==> config.mk <==
export PLATFORM = sky130hd
export DESIGN_NAME = booth_mult_arbiter
export DESIGN_NICKNAME = d
export VERILOG_FILES = /design/src/rtl/booth_mult_arbiter.sv
export SDC_FILE = /design/constraint.sdc
export NUM_CORES = 1
export LEC_CHECK = 0
export BUFFER_PORTS_ARGS = -buffer_cell sky130_fd_sc_hd__buf_2
export CAP_MARGIN = 5
export CORE_UTILIZATION = 45
export DETAILED_ROUTE_END_ITERATION = 10
export GPL_TIMING_DRIVEN = 1
export PLACE_DENSITY = 0.83
export SYNTH_ARGS = -nofsm -noshare
export SYNTH_HDL_FRONTEND = slang
export SYNTH_SLANG_ARGS = --single-unit
==> constraint.sdc <==
create_clock -name CLK -period 2.8 [get_ports CLK]
set_input_delay 0.28 -clock CLK [delete_from_list [all_inputs] [get_ports CLK]]
set_output_delay 0.28 -clock CLK [all_outputs]
set_load 0.01 [all_outputs]
==> src/rtl/booth_mult_arbiter.sv <==
// Round-robin front end that shares one pipelined signed multiplier among NREQ requesters.
// Latency: operands registered 1 cycle after grant; product returns MULT_LAT+1 cycles after handshake.
// Backpressure: hold or reset withholds grants; responses cannot be stalled and pulse for exactly one cycle.
module booth_mult_arbiter #(
   parameter int DATAWIDTH = 8,
   parameter int NREQ      = 4,
   parameter int MULT_LAT  = 8,
   parameter int IDW       = 2
) (
   input  logic                      CLK,
   input  logic                      RSTn,
   input  logic                      hold,
   input  logic [NREQ-1:0]           req_valid,
   input  logic [NREQ*DATAWIDTH-1:0] req_a,
   input  logic [NREQ*DATAWIDTH-1:0] req_b,
   output logic [NREQ-1:0]           req_ready,
   output logic [DATAWIDTH-1:0]      mult_a,
   output logic [DATAWIDTH-1:0]      mult_b,
   input  logic [2*DATAWIDTH-1:0]    mult_result,
   output logic [NREQ-1:0]           rsp_valid,
   output logic [IDW-1:0]            rsp_id,
   output logic [2*DATAWIDTH-1:0]    rsp_data,
   output logic                      busy,
   output logic [3:0]                inflight
);

   // Tag travelling beside the multiplier. Stage 0 sits alongside mult_a/mult_b,
   // stages 1..MULT_LAT mirror the multiplier stages, so stage MULT_LAT lines up
   // with mult_result.
   typedef struct packed {
      logic           vld;
      logic [IDW-1:0] id;
   } tag_t;

   logic [IDW-1:0]       ptr_q, ptr_d;
   logic [DATAWIDTH-1:0] mult_a_q, mult_a_d;
   logic [DATAWIDTH-1:0] mult_b_q, mult_b_d;
   logic [3:0]           inflight_q, inflight_d;
   tag_t                 tag_q [MULT_LAT+1];
   tag_t                 tag_d [MULT_LAT+1];

   logic                 gnt_any;
   logic [IDW-1:0]       gnt_idx;
   logic [NREQ-1:0]      gnt_oh;
   logic [DATAWIDTH-1:0] sel_a, sel_b;

   // Round-robin pick: first pass scans ptr..NREQ-1, second pass wraps to 0..ptr-1.
   always_comb begin
      gnt_any = 1'b0;
      gnt_idx = '0;
      gnt_oh  = '0;
      sel_a   = '0;
      sel_b   = '0;
      if (RSTn && !hold) begin
         for (int pass = 0; pass < 2; pass++) begin
            for (int i = 0; i < NREQ; i++) begin
               if (!gnt_any && req_valid[i] &&
                   ((pass == 0) ? (i >= int'(ptr_q)) : (i < int'(ptr_q)))) begin
                  gnt_any   = 1'b1;
                  gnt_idx   = IDW'(i);
                  gnt_oh[i] = 1'b1;
                  sel_a     = req_a[i*DATAWIDTH +: DATAWIDTH];
                  sel_b     = req_b[i*DATAWIDTH +: DATAWIDTH];
               end
            end
         end
      end
   end

   // Next-state: pointer advance, operand issue, tag shift and in-flight count.
   always_comb begin
      ptr_d = ptr_q;
      if (gnt_any) begin
         ptr_d = (gnt_idx == IDW'(NREQ-1)) ? '0 : gnt_idx + 1'b1;
      end

      // Idle cycles drive zero operands so the multiplier sees a clean bubble.
      mult_a_d = sel_a;
      mult_b_d = sel_b;

      tag_d[0].vld = gnt_any;
      tag_d[0].id  = gnt_idx;
      for (int s = 1; s <= MULT_LAT; s++) begin
         tag_d[s] = tag_q[s-1];
      end

      // An operation counts from the edge after its handshake through its response cycle.
      case ({gnt_any, tag_q[MULT_LAT].vld})
         2'b10:   inflight_d = inflight_q + 4'd1;
         2'b01:   inflight_d = inflight_q - 4'd1;
         default: inflight_d = inflight_q;
      endcase
   end

   // State registers; reset drops every in-flight tag so stale products are never reported.
   always_ff @(posedge CLK) begin
      if (!RSTn) begin
         ptr_q      <= '0;
         mult_a_q   <= '0;
         mult_b_q   <= '0;
         inflight_q <= '0;
         for (int s = 0; s <= MULT_LAT; s++) begin
            tag_q[s] <= '0;
         end
      end else begin
         ptr_q      <= ptr_d;
         mult_a_q   <= mult_a_d;
         mult_b_q   <= mult_b_d;
         inflight_q <= inflight_d;
         for (int s = 0; s <= MULT_LAT; s++) begin
            tag_q[s] <= tag_d[s];
         end
      end
   end

   // One-hot response decode from the tag that is aligned with mult_result.
   always_comb begin
      rsp_valid = '0;
      for (int i = 0; i < NREQ; i++) begin
         if (tag_q[MULT_LAT].vld && (int'(tag_q[MULT_LAT].id) == i)) begin
            rsp_valid[i] = 1'b1;
         end
      end
   end

   assign req_ready = gnt_oh;
   assign mult_a    = mult_a_q;
   assign mult_b    = mult_b_q;
   assign rsp_id    = tag_q[MULT_LAT].id;
   assign rsp_data  = mult_result;
   assign inflight  = inflight_q;
   assign busy      = (inflight_q != 4'd0);

endmodule

---- Word-level counts from Yosys, hierarchy flattened ----
Memories as Yosys holds them, arrays and structs flattened.
Index checks and enable logic that the tools add are counted.
storage, ports and cells
  memories kept ........................... 1
  bits in writable memories ............... 27
  flip-flop bits (word level) ............. 22
memory list
  memory  depth  width  rd ports  clocked after Yosys merged registers in  write ports  line  RTL
  tag_q   9      3      9         0                                        9            39    tag_t tag_q [MULT_LAT+1];
cells by class
  magnitude comparators ................... 6
  multiplexer cells ....................... 59
  reductions and logical operators ........ 28
  equality and inequality tests ........... 6
  $add $sub $neg .......................... 3
  bitwise logic cells ..................... 9
operators with widths
  operator                                                   number
  two-way mux 8 bit                                          14
  two-way mux 1 bit                                          27
  two-way mux 3 bit                                          9
  logical AND 1 bit                                          17
  two-way mux 2 bit                                          7
  OR 1 bit                                                   9
  == test 2 bit, second input constant                       4
  one-hot mux 4 bit (2 select lines)                         1
  logical NOT 1 bit                                          7
  adder 4 x 1 -> 4 bit, second input constant                1
  == test 2 x 1 -> 1 bit, second input constant              2
  >= comparator 1 x 2 -> 1 bit, first input constant         2
  less-than comparator 1 x 2 -> 1 bit, first input constant  2
  two-way mux 4 bit                                          1
  nonzero test 4 bit                                         1
  subtractor 4 x 1 -> 4 bit, second input constant           1
  adder 2 x 1 -> 2 bit, second input constant                1
  >= comparator 2 bit, first input constant                  1
  logical NOT 2 bit                                          1
  less-than comparator 2 bit, first input constant           1
  AND reduction 2 bit                                        1
  nonzero test 2 bit                                         1

---- Depth between registers and ports, before layout ----
  depth after elaboration ................. 35
  mapped depth ............................ 10
  gate-level depth less buffers ........... 10

---- Least setup slack after synthesis ----
OpenSTA, ideal clock, no wires.
  path type ............................... input -> register
  start ................................... input RSTn
  end ..................................... register inflight_q[2], in the netlist inflight[2]
  slack ................................... 0.765 ns
  arrival ................................. 1.960 ns
  data required time ...................... 2.724 ns
  stages on the path ...................... 9
  setup time .............................. 0.076 ns
  cell sequence ........................... nor2b_1 -> nand2_1 -> ha_1 -> xor2_1 -> ha_1 -> a21oi_1 -> xor2_1 -> or3_1 -> a21boi_0
on the way
  longest elaborated chain between the ends .. 4
  elaborated cells on any way between the ends .. 6
RTL lines
  what                                                                      line  RTL
  start, declared                                                           11    input logic RSTn,
  logical AND 1 bit                                                         54    if (RSTn && !hold) begin
  two-way mux 1 bit                                                         54
  == test 2 x 1 -> 1 bit or == test 2 bit (tied branches)                   88    case ({gnt_any, tag_q[MULT_LAT].vld})
  one-hot mux 4 bit (2 select lines) or nonzero test 2 bit (tied branches)  --
  end signal, assigned                                                      109   inflight_q <= inflight_d;
  end, declared                                                             38    logic [3:0] inflight_q, inflight_d;
Several ways; a longest one is shown, not always the timed one.
A chain may end at the register's enable or synchronous reset.

---- Final worst setup path ----
  start ................................... register ptr_q[0]
  end ..................................... output req_ready[0]
on the way
  longest elaborated chain between the ends .. 23
  elaborated cells on any way between the ends .. 26
RTL lines
  what                            line  RTL
  start, declared                 35    logic [IDW-1:0] ptr_q, ptr_d;
  start signal, assigned          106   ptr_q <= ptr_d;
  >= comparator 1 x 2 -> 1 bit    --
  logical AND 1 bit               57    if (!gnt_any && req_valid[i] &&
  two-way mux 1 bit               57
  two-way mux 1 bit               54
  logical NOT 1 bit               57
  logical AND 1 bit (2 in a row)  57
  two-way mux 1 bit               57
  two-way mux 1 bit               54
  [... 5 more ...]                --
  logical NOT 1 bit               57
  logical AND 1 bit               57
  two-way mux 1 bit               57
  two-way mux 1 bit               54
  logical NOT 1 bit               57
  logical AND 1 bit (2 in a row)  57
  two-way mux 1 bit (*)           57
  two-way mux 4 bit (*)           54
  end, declared                   16    output logic [NREQ-1:0] req_ready,
Mark *: on every way between the ends. The rest lies on a longest branch, timed or not. The select of a mux whose other input is x is not followed.

==> results.yml <==
cts:
  cts_buffer_depth: 2
  clk_pin_slew_ps: 110
  clk_latency_ps: 310
  htree_levels: 2
  cts_resized: 0
  cts_hold_buf: 0
  cts_made_buffers: 5
  cts.sink_count: 49
  ctsRootBufferMaster: "clkbuf_8"
  post-cts-setup-buffers: 0
  cts_tree: "yes"
yosys:
  syn_inst: 287
  ys_ff_latch: 49
  syn_nets: 377
  async_flop_share: 0
  yosys_warnings: 0
  synth_top_flop_cell: "dfxtp_1"
  synth_cell_type_count: 53
  synth_area_um2: 2590
  synth_area_per_cell_um2: 9.03
  yosysSeqAreaShare: 0.379
  synth_edf_count: 0
sta:
  worstMarginPinSlew_ps: 683
  fin_setup_tns_ps: 0
  finalCritPeriodShare: 0.900
  setup_viol: 0
  fmax_mhz: 397
  holdWs_ps: 159
  slew_violations: 0
  rsz0062_at_grt: "false"
  slew_headroom: 0.544
  worst_clock_skew_ps: 12.8
  hold_violations: 0
  fin_crit_ps: 2520
route:
  wl_per_cell_um: 14.7
  wirelength_um: 6420
  drc: 0
  viasPerCell: 5.75
  drt-initial-drc-count: 179
  ant_nets: 0
  routed-via-count: 2519
  drt_pass1_iterations: 6
setup_path:
  reg2reg_slack_ps: 610
  critical_path.max_fanout: 17
  arrival_ps: 2240
  cpMaxStageDelayCell: "dfxtp_1"
  reg2reg_from: "ptr_q[1]"
  path_cells: "nand2b_1, a22oi_1, nor2_2, nor2_1, nor2_1, buf_2"
  critPathMaxStageDelay_ps: 650
  cp-end-kind: "primary output"
  crit_required_ps: 2520
  startpoint_type: "flop"
  critical_path.top_delay_family: "simple AND/OR/NAND/NOR gates"
  cp_num_cells: 6
  worst_path_most_repeated_cell: "nor2_1"
  r2r_cells: 6
  r2r_end: "mult_b[0]"
  path_buf_inv: 1
  crit_type: "flop to primary output"
pwr:
  p_total_mw: 1.53
  pwr-share-seq: 0.492
  pwr-share-clk: 0.298
  combPwrFrac: 0.211
  ir_drop_mv: 0.256
  p_int_mw: 1.06
  p_per_area_nw_per_um2: 493
  sw_frac_of_total: 0.304
  p_leak_nw: 1.40
  switchingPower_mw: 0.465
global_route:
  antenna_found_initial: 0
  globalRoute.totalOverflow: 0
  grt_start_max_net_pins: 32
  grt_use_total: 0.215
  grt_pass1_vias: 2379
  grt_pass1_wl_um: 10400
hold_path:
  hp-start: "req_a[16]"
  min_path_cells: 2
  holdPathEnd: "mult_a[0]"
  hp-class: "input port to flop"
placed_design:
  gp_congestion: 0.808
  dpl.hpwl_um: 4750
  placed_area_um2: 3010
  io_buffers: 101
layout:
  final-seq-area_um2: 981
  multi_input_area_um2: 1360
  design_area_um2: 3110
  fillers: 526
  antenna_cells: 0
  area_growth_pct: 19.8
  final_nets: 455
  layout-drive-gt1-share: 0.342
floorplan:
  rows: 27
  core-area_um2: 5540
  pin_count: 134
  die_area_um2: 6070
  fp.dieH_um: 77.9
  start_util: 0.468
  die_x_um: 77.9
run:
  drv_cap: 0
outcome:
  status: "complete, no violations"
power groups by stage:
stage | Combinational [mW] | Sequential [mW] | Clock [mW]
3_3_place_gp | 0.312 | 0.767 | 0
3_5_place_dp | 0.319 | 0.768 | 0
4_1_cts | 0.320 | 0.752 | 0.467
5_1_grt | 0.350 | 0.758 | 0.498
6_report | 0.322 | 0.753 | 0.455
2_1_floorplan | 0.222 | 0.766 | 0
how the worst max path moves through the flow:
stage,startpoint,end
final,ptr_q[0],req_ready[0]
after global routing,ptr_q[0],req_ready[0]
after CTS,ptr_q[0],req_ready[0]
after detailed placement,RSTn,inflight[2]
after global placement,req_valid[1],inflight[2]
after floorplan,RSTn,inflight[2]
layout by cell type, fill, tap and decap left out, types with 2 or more instances in the layout:
cell / Yosys / routed
and3_1: 2 / 2
clkbuf_8: 0 / 5
o211ai_1: 3 / 3
a21oi_1: 14 / 14
a222oi_1: 5 / 5
a221o_1: 3 / 3
o21bai_1: 2 / 2
dfxtp_1: 49 / 49
a221oi_1: 12 / 12
buf_4: 20 / 9
a22oi_1: 2 / 2
nand2b_1: 9 / 9
o22ai_1: 5 / 5
a211oi_1: 5 / 5
nand2_1: 14 / 14
nor2b_1: 5 / 5
nand3_1: 11 / 11
nor2_1: 11 / 11
and3b_1: 8 / 8
ha_1: 3 / 3
nor3_1: 2 / 2
o2bb2ai_1: 17 / 17
a31oi_1: 9 / 9
o21a_1: 3 / 3
buf_2: 8 / 101
o21ai_0: 2 / 2
xor2_1: 2 / 2
xnor2_1: 2 / 2
and2_1: 26 / 26
cells by family (layout without fill, tap and decap cells):
family | after synthesis | after routing | synth area share
fa+ha+maj | 3 | 3 | 0.0145
simple gates | 102 | 102 | 0.236
mux | 1 | 1 | 0.00386
buf+inv | 41 | 120 | 0.0980
flops | 49 | 49 | 0.379
xor+xnor | 4 | 4 | 0.0135
compound gates | 87 | 87 | 0.255
layout make-up:
class,instances,area share
flip-flops and latches,49,0.316
multi-input cells,197,0.437
repair buffers,110,0.185
inverters,2,0.00242
well taps,72,0.0290
clock inverters,3,0.00927
clock buffers,5,0.0222
sequential cells by signal, summed over array words and instances, names as in the netlist:
register  flops
inflight      4
mult_a        8
mult_b        8
ptr_q         2
tag_q        27
per-layer routing:
metal | wire (µm) | track usage | up-vias
met1 | 2530 | 0.238 | 1164
met3 | 479 | 0.0482 | 10
met5 | 0 | 0 | -
li1 | - | - | 1207
met2 | 3310 | 0.395 | 138
met4 | 107 | 0.0849 | 0
through the flow:
stage / std cells / setup WS (ps) / util
finish: 438 / 281 / 0.561
global route: 438 / 165 / 0.561
CTS: 438 / 283 / 0.561
detailed placement: 430 / 393 / 0.543
global placement: 430 / 505 / 0.543
floorplan: 287 / 765 / -
synthesized netlist by cell type (2+ instances only):
master | number | area, µm²
buf_2 | 8 | 40.0
xnor2_1 | 2 | 17.5
a31oi_1 | 9 | 56.3
nand3_1 | 11 | 55.1
clkbuf_1 | 8 | 30.0
nand2b_1 | 9 | 56.3
o21bai_1 | 2 | 15.0
a222oi_1 | 5 | 50.1
and3b_1 | 8 | 70.1
buf_4 | 20 | 150
a221oi_1 | 12 | 105
buf_6 | 2 | 22.5
nand2_1 | 14 | 52.6
and2_1 | 26 | 163
xor2_1 | 2 | 17.5
nor3_1 | 2 | 10.0
o22ai_1 | 5 | 31.3
o21a_1 | 3 | 22.5
o211ai_1 | 3 | 22.5
ha_1 | 3 | 37.5
a211oi_1 | 5 | 37.5
and3_1 | 2 | 12.5
o2bb2ai_1 | 17 | 149
nor2_1 | 11 | 41.3
a221o_1 | 3 | 30.0
dfxtp_1 | 49 | 981
a21oi_1 | 14 | 70.1
o21ai_0 | 2 | 10.0
a22oi_1 | 2 | 15.0
nor2b_1 | 5 | 31.3
worst reg2reg max path: stages, from the launching register on:
cell and delay, ps:
dfxtp_1 670, and2b_1 250, o21bai_1 150, and3_1 360
buf_4 250, a22oi_1 110, a211oi_1 310
No activity file was read; power rests on OpenSTA's default activity.
